**src/rtl/perf_pkg.sv**
```systemverilog
// Shared types and constants for the performance counter bank.
// Control FSM encoding and counter overflow modes.
package perf_pkg;

  typedef enum logic {
    RUN    = 1'b0,
    HALTED = 1'b1
  } state_e;

  localparam int MODE_WRAP = 0;
  localparam int MODE_SAT  = 1;

endpackage

```
**src/rtl/perf_cnt_cell.sv**
```systemverilog
// One live counter with clear, increment, wrap/saturate mode
// and a sticky overflow flag.
module perf_cnt_cell
  import perf_pkg::*;
#(
  parameter int CNT_W    = 32,
  parameter int SAT_MODE = MODE_WRAP
) (
  input  logic             clk,
  input  logic             clr_n,
  input  logic             clr,
  input  logic             inc,
  output logic [CNT_W-1:0] cnt,
  output logic             ovf
);

  logic [CNT_W-1:0] cnt_q;
  logic [CNT_W-1:0] cnt_d;
  logic             ovf_q;
  logic             ovf_d;
  logic             at_max;

  assign at_max = &cnt_q;

  // Next value: clear beats increment; all-ones wraps or holds.
  always_comb begin
    cnt_d = cnt_q;
    ovf_d = ovf_q;
    if (clr) begin
      cnt_d = '0;
      ovf_d = 1'b0;
    end else if (inc) begin
      if (at_max) begin
        ovf_d = 1'b1;
        cnt_d = (SAT_MODE == MODE_SAT) ? cnt_q : '0;
      end else begin
        cnt_d = cnt_q + CNT_W'(1);
      end
    end
  end

  // Counter and sticky flag registers.
  always_ff @(posedge clk or negedge clr_n) begin
    if (!clr_n) begin
      cnt_q <= '0;
      ovf_q <= 1'b0;
    end else begin
      cnt_q <= cnt_d;
      ovf_q <= ovf_d;
    end
  end

  assign cnt = cnt_q;
  assign ovf = ovf_q;

endmodule

```
**src/rtl/perf_counter_bank.sv**
```systemverilog
// Cycle counter plus N_EV event counters with halt/resume
// control, freeze, snapshot shadows and a read mux.
module perf_counter_bank
  import perf_pkg::*;
#(
  parameter int N_EV     = 4,
  parameter int CNT_W    = 32,
  parameter int SAT_MODE = MODE_WRAP,
  localparam int RSW     = $clog2(N_EV + 1)
) (
  input  logic             clk,
  input  logic             clr_n,
  input  logic             soft_clr,
  input  logic [N_EV-1:0]  ev,
  input  logic             halt_req,
  input  logic             resume,
  input  logic             freeze,
  input  logic             snap_req,
  output logic             snap_ack,
  input  logic [RSW-1:0]   rd_sel,
  output logic [CNT_W-1:0] rd_data,
  output logic [N_EV:0]    ovf,
  output logic             running
);

  state_e           state_q;
  state_e           state_d;
  logic             snap_ack_q;
  logic             snap_ack_d;
  logic             is_run;
  logic             gate;
  logic [N_EV:0]    inc;
  logic [CNT_W-1:0] live     [N_EV+1];
  logic [CNT_W-1:0] shadow_q [N_EV+1];
  logic [CNT_W-1:0] shadow_d [N_EV+1];

  assign is_run = (state_q == RUN);
  assign gate   = is_run & ~freeze;

  // The halt request cycle is not a counted cycle for C0.
  always_comb begin
    inc    = '0;
    inc[0] = gate & ~halt_req;
    inc[N_EV:1] = ev & {N_EV{gate}};
  end

  for (genvar i = 0; i <= N_EV; i++) begin : g_cell
    perf_cnt_cell #(
      .CNT_W   (CNT_W),
      .SAT_MODE(SAT_MODE)
    ) u_cell (
      .clk  (clk),
      .clr_n(clr_n),
      .clr  (soft_clr),
      .inc  (inc[i]),
      .cnt  (live[i]),
      .ovf  (ovf[i])
    );
  end

  // Run/halt control; soft clear forces RUN, halt beats resume.
  always_comb begin
    state_d = state_q;
    if (soft_clr) begin
      state_d = RUN;
    end else begin
      unique case (state_q)
        RUN:    if (halt_req) state_d = HALTED;
        HALTED: if (resume)   state_d = RUN;
        default: state_d = RUN;
      endcase
    end
  end

  // Shadow capture of pre-increment live values and ack pulse.
  always_comb begin
    snap_ack_d = snap_req & ~soft_clr;
    for (int i = 0; i <= N_EV; i++) begin
      shadow_d[i] = shadow_q[i];
      if (soft_clr) begin
        shadow_d[i] = '0;
      end else if (snap_req) begin
        shadow_d[i] = live[i];
      end
    end
  end

  // Control, ack and shadow registers.
  always_ff @(posedge clk or negedge clr_n) begin
    if (!clr_n) begin
      state_q    <= RUN;
      snap_ack_q <= 1'b0;
      for (int i = 0; i <= N_EV; i++) begin
        shadow_q[i] <= '0;
      end
    end else begin
      state_q    <= state_d;
      snap_ack_q <= snap_ack_d;
      for (int i = 0; i <= N_EV; i++) begin
        shadow_q[i] <= shadow_d[i];
      end
    end
  end

  // Read mux; indices past the last channel return zero.
  always_comb begin
    rd_data = '0;
    for (int i = 0; i <= N_EV; i++) begin
      if (rd_sel == RSW'(i)) rd_data = shadow_q[i];
    end
  end

  assign snap_ack = snap_ack_q;
  assign running  = is_run;

endmodule

```
**config.mk**
```make
export PLATFORM = sky130hd
export DESIGN_NAME = perf_counter_bank
export DESIGN_NICKNAME = d
export VERILOG_FILES = /design/src/rtl/perf_pkg.sv /design/src/rtl/perf_cnt_cell.sv /design/src/rtl/perf_counter_bank.sv
export SDC_FILE = /design/constraint.sdc
export NUM_CORES = 1
export LEC_CHECK = 0
export BUFFER_PORTS_ARGS = -buffer_cell sky130_fd_sc_hd__clkbuf_2
export CELL_PAD_IN_SITES_DETAIL_PLACEMENT = 0
export CELL_PAD_IN_SITES_GLOBAL_PLACEMENT = 2
export CORE_ASPECT_RATIO = 1.1
export CORE_UTILIZATION = 41
export DETAILED_ROUTE_END_ITERATION = 12
export PLACE_DENSITY = 0.82
export SYNTH_ARGS = -nofsm -noshare
export SYNTH_HDL_FRONTEND = slang
export SYNTH_SLANG_ARGS = --single-unit
```
**constraint.sdc**
```tcl
create_clock -name clk -period 3.3 [get_ports clk]
set_clock_uncertainty 0.15 [all_clocks]
set_input_delay 0.66 -clock clk [delete_from_list [all_inputs] [get_ports clk]]
set_output_delay 0.66 -clock clk [all_outputs]
set_load 0.005 [all_outputs]
```
==> results of run 1 <==
cell type report:
cell class	count	area, um^2	area share, %
Tap cell	500	625.6	3.414
Multi-Input combinational cell	1148	7327	39.99
Sequential cell	327	8183	44.66
Timing Repair Buffer	103	809.5	4.418
Inverter	21	78.83	0.4302
Clock buffer	53	1161	6.337
Clock inverter	16	137.6	0.7512
metal layers:
metal / global-route usage [%] / vias up / part of all wire, % / wire length, um
met5: 0 / - / 0 / 0
met3: 5.223 / 58 / 5.7 / 2652
met2: 37.13 / 256 / 47 / 21780
met4: 6.676 / 0 / 2.3 / 1056
met1: 34.26 / 5928 / 46 / 21320
li1: - / 5625 / - / -
worst reg2reg max path: stages (launching register included):
cell and delay (ps):
sky130_fd_sc_hd__dfrtp_1 510, sky130_fd_sc_hd__nand4_1 200, sky130_fd_sc_hd__nor4_1 550, sky130_fd_sc_hd__nand3_1 310, sky130_fd_sc_hd__o21ai_2 320, sky130_fd_sc_hd__buf_4 330
sky130_fd_sc_hd__nor2_1 100
cells by family after synthesis:
group | after synthesis | synth area share [%]
xor gates and xnor gates | 143 | 7.825
adders and majority gates | 5 | 0.3908
and+or+nand+nor | 668 | 19.28
buffers and inverters | 126 | 3.236
DFF | 327 | 51.12
AOI/OAI and AO/OA | 138 | 5.472
muxes | 194 | 12.68
sequential cells by signal, indices dropped and copies added, names as in the netlist:
name	count
g_cell.u_cell.cnt	160
g_cell.u_cell.ovf	5
shadow_q	160
snap_ack	1
state_q	1
power by group through the flow:
stage | sequential [mW] | clock, mW | combinational, mW
2_1_floorplan | 4.10 | 0 | 0.228
3_3_place_gp | 4.11 | 0 | 0.425
3_5_place_dp | 4.11 | 0 | 0.427
4_1_cts | 4.04 | 4.43 | 0.429
5_1_grt | 4.04 | 4.58 | 0.459
6_report | 4.04 | 4.31 | 0.420
what timing repair did:
action / CTS / global route
hold buffers: 1 / 0
hold endpoints to repair: 52 / 0
buffers inserted: 0 / 0
cells in the mapped netlist (2+ instances only):
cell / number / area share [%]
sky130_fd_sc_hd__xnor2_1: 45 / 2.5
sky130_fd_sc_hd__nor3b_1: 4 / 0.19
sky130_fd_sc_hd__or3b_2: 2 / 0.11
sky130_fd_sc_hd__a211o_1: 2 / 0.11
sky130_fd_sc_hd__and3_1: 17 / 0.66
sky130_fd_sc_hd__mux4_2: 7 / 0.98
sky130_fd_sc_hd__buf_2: 9 / 0.28
sky130_fd_sc_hd__o21ai_0: 18 / 0.56
sky130_fd_sc_hd__o2111ai_1: 5 / 0.27
sky130_fd_sc_hd__nor2_1: 359 / 8.4
sky130_fd_sc_hd__inv_1: 21 / 0.49
sky130_fd_sc_hd__o21ai_1: 2 / 0.063
sky130_fd_sc_hd__a21oi_1: 47 / 1.5
sky130_fd_sc_hd__mux2i_1: 187 / 12
sky130_fd_sc_hd__and4_1: 13 / 0.71
sky130_fd_sc_hd__dfrtp_1: 327 / 51
sky130_fd_sc_hd__nor4_1: 13 / 0.51
sky130_fd_sc_hd__a22oi_1: 23 / 1.1
sky130_fd_sc_hd__o22ai_1: 25 / 0.98
sky130_fd_sc_hd__nand2_1: 70 / 1.6
sky130_fd_sc_hd__nand4_1: 79 / 3.1
sky130_fd_sc_hd__nand3_1: 56 / 1.8
sky130_fd_sc_hd__and2_1: 9 / 0.35
sky130_fd_sc_hd__nor3_1: 21 / 0.66
sky130_fd_sc_hd__xor2_1: 98 / 5.4
sky130_fd_sc_hd__buf_4: 5 / 0.23
sky130_fd_sc_hd__or4_1: 4 / 0.19
sky130_fd_sc_hd__buf_1: 27 / 0.63
sky130_fd_sc_hd__a211oi_1: 5 / 0.23
sky130_fd_sc_hd__o21a_1: 4 / 0.19
sky130_fd_sc_hd__clkbuf_1: 62 / 1.5
sky130_fd_sc_hd__ha_1: 5 / 0.39
sky130_fd_sc_hd__or3_1: 7 / 0.27
sky130_fd_sc_hd__or3b_1: 2 / 0.11
sky130_fd_sc_hd__nor2b_1: 6 / 0.23
sky130_fd_sc_hd__buf_6: 2 / 0.14
how the worst min path moves through the flow:
stage | startpoint | to | slack [ps] | cells after the start
global placement | g_cell[1].u_cell.ovf | g_cell[1].u_cell.ovf | 330 | 1
floorplan | clr_n | g_cell[0].u_cell.cnt[0] | 210 | 0
global route | resume | state_q | 140 | 2
finish | resume | state_q | 160 | 2
CTS | resume | state_q | 130 | 2
detailed placement | g_cell[3].u_cell.ovf | g_cell[3].u_cell.ovf | 330 | 1
==> metrics.txt, run 1 <==
combined area of all synthesized cells 16010 um^2; area growth from synthesis to layout 14.47%; WHS 156.2 ps; antenna diode count 0; maximum level of the CTS H-tree 2; top-level I/O count 53; CTS max path bufs 3; final worst path period share 87.25%; global router's overall resource usage 24.15%; total of buffers placed on input and output ports 52; wire length of the first global-routing pass ~73000 um; unrepaired setup endpoints after global routing no; end point of the critical path rd_data[17]; Routed Antenna Nets 0; count of final max-slew check failures 0; PnR Total Power 8.772 mW; commonest cells after routing, fill and taps aside 359 x sky130_fd_sc_hd__nor2_1, 327 x sky130_fd_sc_hd__dfrtp_1, 187 x sky130_fd_sc_hd__mux2i_1; area of placed instances around 17000 um^2; DIE WIDTH 190.4 um; number of global-route vias before repair between 10000 and 15000; cell with the most instances on the worst path sky130_fd_sc_hd__clkbuf_2; data arrival time of the critical path 2070 ps; Crit. path cell count 6; FF-to-FF setup slack 710 ps; CTS buffer count 38; critical path's top delay family simple AND/OR/NAND/NOR gates; number of max-cap violations 0; final-layout setup total negative slack 0 ps; final count of hold timing violations 0; kind of launch point of the worst setup path input pin; first-iteration detailed-routing DRC count 850; internal power 6.755 mW; final net count around 1700; pin count of the biggest net entering global routing 90; Post-synth EDFFs 0; TritonRoute pass-1 iters 5; Final Util 47.86%; Placement Setup Slack 429.8 ps; most common library cell in the layout ignoring fill and taps sky130_fd_sc_hd__nor2_1; core area about 38000 um^2; delay of the slowest critical-path stage 540 ps; net switching component of the power 2.017 mW; fin area 18320 um^2; mean instance size in the synthesized netlist about 10 um^2; dominant register cell in the synthesized netlist sky130_fd_sc_hd__dfrtp_1; number of warnings issued by yosys 0; vias after detailed routing approximately 12000; share of total power in sequential cells a little under half; cell count after synthesis 1601; sequential cell area fraction in the yosys report roughly half; type of element capturing the critical path primary output; Std-Cell Rows 75; Max Fanout on Critical Path 7; fraction of final layout cells with drive strength greater than 1 11.21%; die height 209.2 um; Max VDD drop 359.9 uV; worst flop-to-flop path startpoint g_cell[4].u_cell.cnt[15]; result of the run completed; f_max 347.3 MHz; count of filler cells inserted in the layout 3632; total congestion overflow after global routing 0; measured slew at the worst slew-check pin 727.8 ps; min-delay worst type input pin to flip-flop; critical path startpoint rd_sel[1]; type of the worst setup path input pin to primary output; post-detailed-route DRC marker count 0; combined buffer and inverter count along the critical path 3; antenna violations before repair 0; Die Outline Area 39840 um^2; post-detailed-placement half-perimeter wirelength 32540 um; detailed-route wire length per cell 21.59 um; tightest slew margin relative to the limit 51.15%; cell count after placement 2098; final critical-path required period 2879 ps; Leakage 8.310 nW; ys async rst share 100.0%; register clock-pin slew on the reported worst setup and hold paths 60 ps; syn_nets 1620; share of power burned in combinational logic ~4.8%; average via count per standard cell 5.474; Clk network pwr share about 49%; filler-free cell count of the finished design 2168; worst-path cell chain clkbuf_2 -> buf_4 -> nor2_1 -> nand3_1 -> o21ai_0 -> clkbuf_2; initial core utilization a little over two fifths; clock insertion delay at the later pin of the skew report about 530 ps; number of clock sinks 327; critical path's slowest cell sky130_fd_sc_hd__nor2_1; Req. time, crit path 2490 ps; Reg-to-Reg End g_cell[4].u_cell.cnt[14]; post-synthesis sequential element count 327; Setup violations, final 0; post_cts resized 0; PwrDens 478.7 nW/um^2; depth of the worst register-to-register path 6; Root Buffer Master sky130_fd_sc_hd__clkbuf_16; clock tree from TritonCTS done; Synth cell types 49; switching power share of the total a little under a quarter; wire length reported by the detailed router 46810 um; last weighted congestion value of the routability-driven placer 0.9251; Final Worst Setup Slack 420.8 ps
Note: power is estimated with default switching activity, not from simulation.
==> run 2: changes to the inputs <==
Settings changed: CORE_UTILIZATION 41 to 37, HOLD_SLACK_MARGIN from default to 0.05, PLACE_DENSITY 0.82 to 0.78, RECOVER_POWER from default to 100.
Clock period 3.3 ns to 2.6 ns, I/O delays scaled along.
==> metrics.txt, run 2 (synthesis gave the netlist of run 1 again) <==
result of the run completed; clock insertion delay at the later pin of the skew report 550 ps; Die Outline Area 44100 um^2; area growth from synthesis to layout 15.76%; Placement Setup Slack between 40 and 50 ps; fin area about 19000 um^2; measured slew at the worst slew-check pin 1291 ps; combined area of the multi-input logic cells 7326 um^2; global router's overall resource usage 21.53%; vias after detailed routing 12109; final worst path period share 97.58%; FF-to-FF setup slack 120 ps; Routed Antenna Nets 0; DIE WIDTH around 200 um; total congestion overflow after global routing 0; top-level I/O count 53; post-detailed-placement half-perimeter wirelength 33010 um; commonest cells after routing, fill and taps aside 359 x sky130_fd_sc_hd__nor2_1, 327 x sky130_fd_sc_hd__dfrtp_1, 186 x sky130_fd_sc_hd__mux2i_1; Leakage 8.375 nW; CTS buffer count 38; kind of launch point of the worst setup path flip-flop; type of the worst setup path flip-flop to primary output; pin count of the biggest net entering global routing 72; post-detailed-route DRC marker count 0; count of filler cells inserted in the layout 4253; wire length of the first global-routing pass 72600 um; area of placed instances ~17000 um^2; Setup violations, final 0; initial core utilization 37.66%; most common library cell in the layout ignoring fill and taps sky130_fd_sc_hd__nor2_1; die height between 200 and 250 um; total of buffers placed on input and output ports 52; detailed-route wire length per cell 20.52 um; fraction of final layout cells with drive strength greater than 1 between 10% and 20%; first-iteration detailed-routing DRC count between 900 and 1000; number of clock sinks approximately 330; maximum level of the CTS H-tree 2; final count of hold timing violations 0; tightest slew margin relative to the limit 13.92%; Max VDD drop 497.0 uV; number of global-route vias before repair 11955; final critical-path required period 2537 ps; number of max-cap violations 0; PwrDens between 500 and 600 nW/um^2; antenna diode count 0; Req. time, crit path roughly 1900 ps; last weighted congestion value of the routability-driven placer around 0.86; wire length reported by the detailed router approximately 47000 um; CTS max path bufs 3; number of post-CTS setup repair buffers 0; clock tree from TritonCTS done; f_max ~390 MHz; Max Fanout on Critical Path 2; Root Buffer Master sky130_fd_sc_hd__clkbuf_16; count of final max-slew check failures 0; type of element capturing the critical path primary output; Final Worst Setup Slack 63.02 ps; Hold Crit Depth 3; Std-Cell Rows between 70 and 80; final net count 1697; data arrival time of the critical path 1870 ps; register clock-pin slew on the reported worst setup and hold paths around 60 ps; WHS 131.2 ps; register area 8183 um^2; core area about 43000 um^2; min-delay worst type input pin to flip-flop; TritonRoute pass-1 iters 6; antenna violations before repair 0; average via count per standard cell between 5 and 6; depth of the worst register-to-register path 5
==> run 2: routing by layer <==
layer | global-route usage (%) | vias up | wire, um
met3 | 3.181 | 53 | 2196
met2 | 35.53 | 280 | 22310
li1 | - | 5690 | -
met5 | 0 | - | 0
met1 | 29.63 | 6086 | 21090
met4 | 5.852 | 0 | 1016
==> run 2: final cells by class <==
type                    instances  share of cell area (%)
clock inverters                13                  0.7023
inverters                      21                  0.4254
flip-flops and latches        327                   44.16
clock buffers                  54                   6.003
multi-input cells            1148                   39.54
well taps                     567                   3.829
repair buffers                142                   5.341
==> run 2: power by group <==
part	total [mW]	leakage [nW]	switching, mW	internal (mW)
registers	5.12	4.56	0.0198	5.10
logic	0.552	3.20	0.389	0.163
clock network	5.36	0.613	2.18	3.18
==> run 2: final timing paths <==
check | start | end
max reg2reg | state_q | g_cell[4].u_cell.cnt[13]
min reg2reg | g_cell[3].u_cell.ovf | g_cell[3].u_cell.ovf
max in group asynchronous | clr_n | g_cell[3].u_cell.cnt[11]
min | halt_req | state_q
min in group asynchronous | clr_n | g_cell[0].u_cell.cnt[6]
max | shadow_q[57] | rd_data[25]
==> run 2: worst max-delay path, stage by stage, from the launching register on <==
cell	delay, ps
sky130_fd_sc_hd__dfrtp_1	470
sky130_fd_sc_hd__mux4_2	530
sky130_fd_sc_hd__inv_1	70
sky130_fd_sc_hd__o21ai_0	100
sky130_fd_sc_hd__clkbuf_2	140
==> run 2: what timing repair did <==
action | in CTS | in global routing
gates resized for setup | 0 | 5
setup endpoints to repair | 0 | 6
hold buffers | 2 | 0
endpoints found under the hold margin | 160 | 0
==> run 2: stage by stage <==
stage | std cells | TNS [ps] | util [%] | total power [mW]
3_5_place_dp | 2203 | 0 | 41.10 | 5.804
2_1_floorplan | 1601 | 0 | - | 5.495
3_3_place_gp | 2203 | 0 | 41.10 | 5.800
6_report | 2272 | 0 | 43.59 | 11.04
4_1_cts | 2272 | 0 | 44.07 | 11.23
5_1_grt | 2272 | -8.003 | 43.59 | 11.41
==> run 3: changes to the inputs <==
Settings changed: CELL_PAD_IN_SITES_DETAIL_PLACEMENT 0 to 1, CELL_PAD_IN_SITES_GLOBAL_PLACEMENT 2 to 1, CORE_UTILIZATION 37 to 45, PLACE_DENSITY 0.78 to 0.79.
==> metrics.txt, run 3 (synthesis gave the netlist of run 1 again) <==
final worst path period share 99.42%; unrepaired setup endpoints after global routing no; commonest cells after routing, fill and taps aside 359 x sky130_fd_sc_hd__nor2_1, 326 x sky130_fd_sc_hd__dfrtp_1, 187 x sky130_fd_sc_hd__mux2i_1; min-delay worst type input pin to flip-flop; Routed Antenna Nets 0; GR Util met2 47.52%; Setup violations, final 0; met3 usage in global routing around 4.7%; total congestion overflow after global routing 0; CTS buffer count 37; CTS max path bufs 3; final critical-path required period approximately 2600 ps; startpoint of the most critical hold path halt_req; final count of hold timing violations 0; data arrival time of the critical path 1920 ps; top-level I/O count 53; global routing's busiest layer met2; type of the worst setup path input pin to primary output; final net count about 1700; measured slew at the worst slew-check pin 1622 ps; last weighted congestion value of the routability-driven placer 0.8856; TritonRoute pass-1 iters 5; most common library cell in the layout ignoring fill and taps sky130_fd_sc_hd__nor2_1; tightest slew margin relative to the limit -8.161%; kind of launch point of the worst setup path input pin; count of final max-slew check failures 60; total of buffers placed on input and output ports 52; register clock-pin slew on the reported worst setup and hold paths about 60 ps; DIE WIDTH 181.8 um; result of the run complete, but fails checks; pin count of the biggest net entering global routing 82; area of placed instances around 17000 um^2; f_max 386.8 MHz; Req. time, crit path 1930 ps; depth of the worst register-to-register path 6; maximum level of the CTS H-tree 2; area growth from synthesis to layout 14.22%; first-iteration detailed-routing DRC count about 800; Hold Crit Depth 3; FF-to-FF setup slack 130 ps; count of filler cells inserted in the layout about 4000; final-layout setup total negative slack 0 ps; Root Buffer Master sky130_fd_sc_hd__clkbuf_16; fraction of final layout cells with drive strength greater than 1 10.67%; Max VDD drop approximately 460 uV; initial core utilization 45.56%; Final Util 52.04%; Die Outline Area between 30000 and 40000 um^2; Final Worst Setup Slack ~15 ps; post-detailed-route DRC marker count 0; antenna violations before repair 1; vias after detailed routing 12683; Std-Cell Rows 72; failing checks capacitance limit, slew limit; clock tree from TritonCTS done; PwrDens 592.5 nW/um^2; global router's overall resource usage between 20% and 30%; antenna diode count 0; number of global-route vias before repair 13588; met1 routing resource usage after global routing 34.93%; wire length reported by the detailed router 49680 um; average via count per standard cell a little under 6; core area 35130 um^2; Leakage 8.291 nW; type of element capturing the critical path primary output; WHS 129.2 ps; worst flop-to-flop path startpoint g_cell[3].u_cell.cnt[5]; fin area approximately 18000 um^2; die height approximately 200 um; critical path startpoint rd_sel[0]; Placement Setup Slack -44.89 ps; post-detailed-placement half-perimeter wirelength 34560 um; clock insertion delay at the later pin of the skew report 540 ps; cell count after placement slightly above 2000; number of max-cap violations 1; Max Fanout on Critical Path 18; filler-free cell count of the finished design approximately 2100; detailed-route wire length per cell 23.22 um; wire length of the first global-routing pass around 78000 um; PnR Total Power roughly 11 mW; number of clock sinks 327
## run 3: changes by cell type in the layout (fill, tap and decap cells not counted), moves of 6 or more
cell,change
sky130_fd_sc_hd__buf_4,-7
sky130_fd_sc_hd__clkbuf_1,+12
sky130_fd_sc_hd__clkbuf_2,-7
sky130_fd_sc_hd__clkbuf_4,-6
## run 3: worst paths after layout
path                                       endpoint
max                                      rd_data[4]
min                                         state_q
max reg2reg                g_cell[3].u_cell.cnt[13]
min reg2reg                    g_cell[3].u_cell.ovf
max in group asynchronous              shadow_q[60]
min in group asynchronous      g_cell[0].u_cell.ovf
## run 3: final cells by class
cell class | instances | area (um^2) | share of cell area, %
well taps | 444 | 555.5 | 3.039
inverters | 21 | 78.83 | 0.4312
clock buffers | 56 | 1100 | 6.016
flip-flops and latches | 327 | 8184 | 44.76
clock inverters | 11 | 88.84 | 0.4859
repair buffers | 133 | 945.9 | 5.174
multi-input cells | 1148 | 7330 | 40.09
## run 3: where the power goes
group	leakage [nW]	internal [mW]	total (mW)	switching (mW)
combinational	3.14	0.167	0.559	0.392
sequential	4.56	5.10	5.12	0.0216
clock	0.583	3.03	5.15	2.12
total	8.29	8.30	10.8	2.54
## run 3: worst max-delay path, stage by stage
cell and delay, ps:
sky130_fd_sc_hd__clkbuf_2 210, sky130_fd_sc_hd__buf_12 210, sky130_fd_sc_hd__mux2i_1 130, sky130_fd_sc_hd__nor2_1 330, sky130_fd_sc_hd__a21oi_1 110, sky130_fd_sc_hd__o22ai_1 230
sky130_fd_sc_hd__clkbuf_2 160
## run 3: per-layer routing
metal	up-vias	part of all wire, %	wire, um
li1	5675	-	-
met4	2	5.0	2503
met5	-	0.026	13
met3	125	5.4	2707
met2	362	49	24490
met1	6519	40	19960
## run 3: repair_timing
action                                  in CTS  in global routing
hold endpoints to repair                    53                  0
setup buffers                                0                  0
hold buffers                                 2                  0
gates resized for setup                      0                  2
endpoints found under the setup margin       0                  3
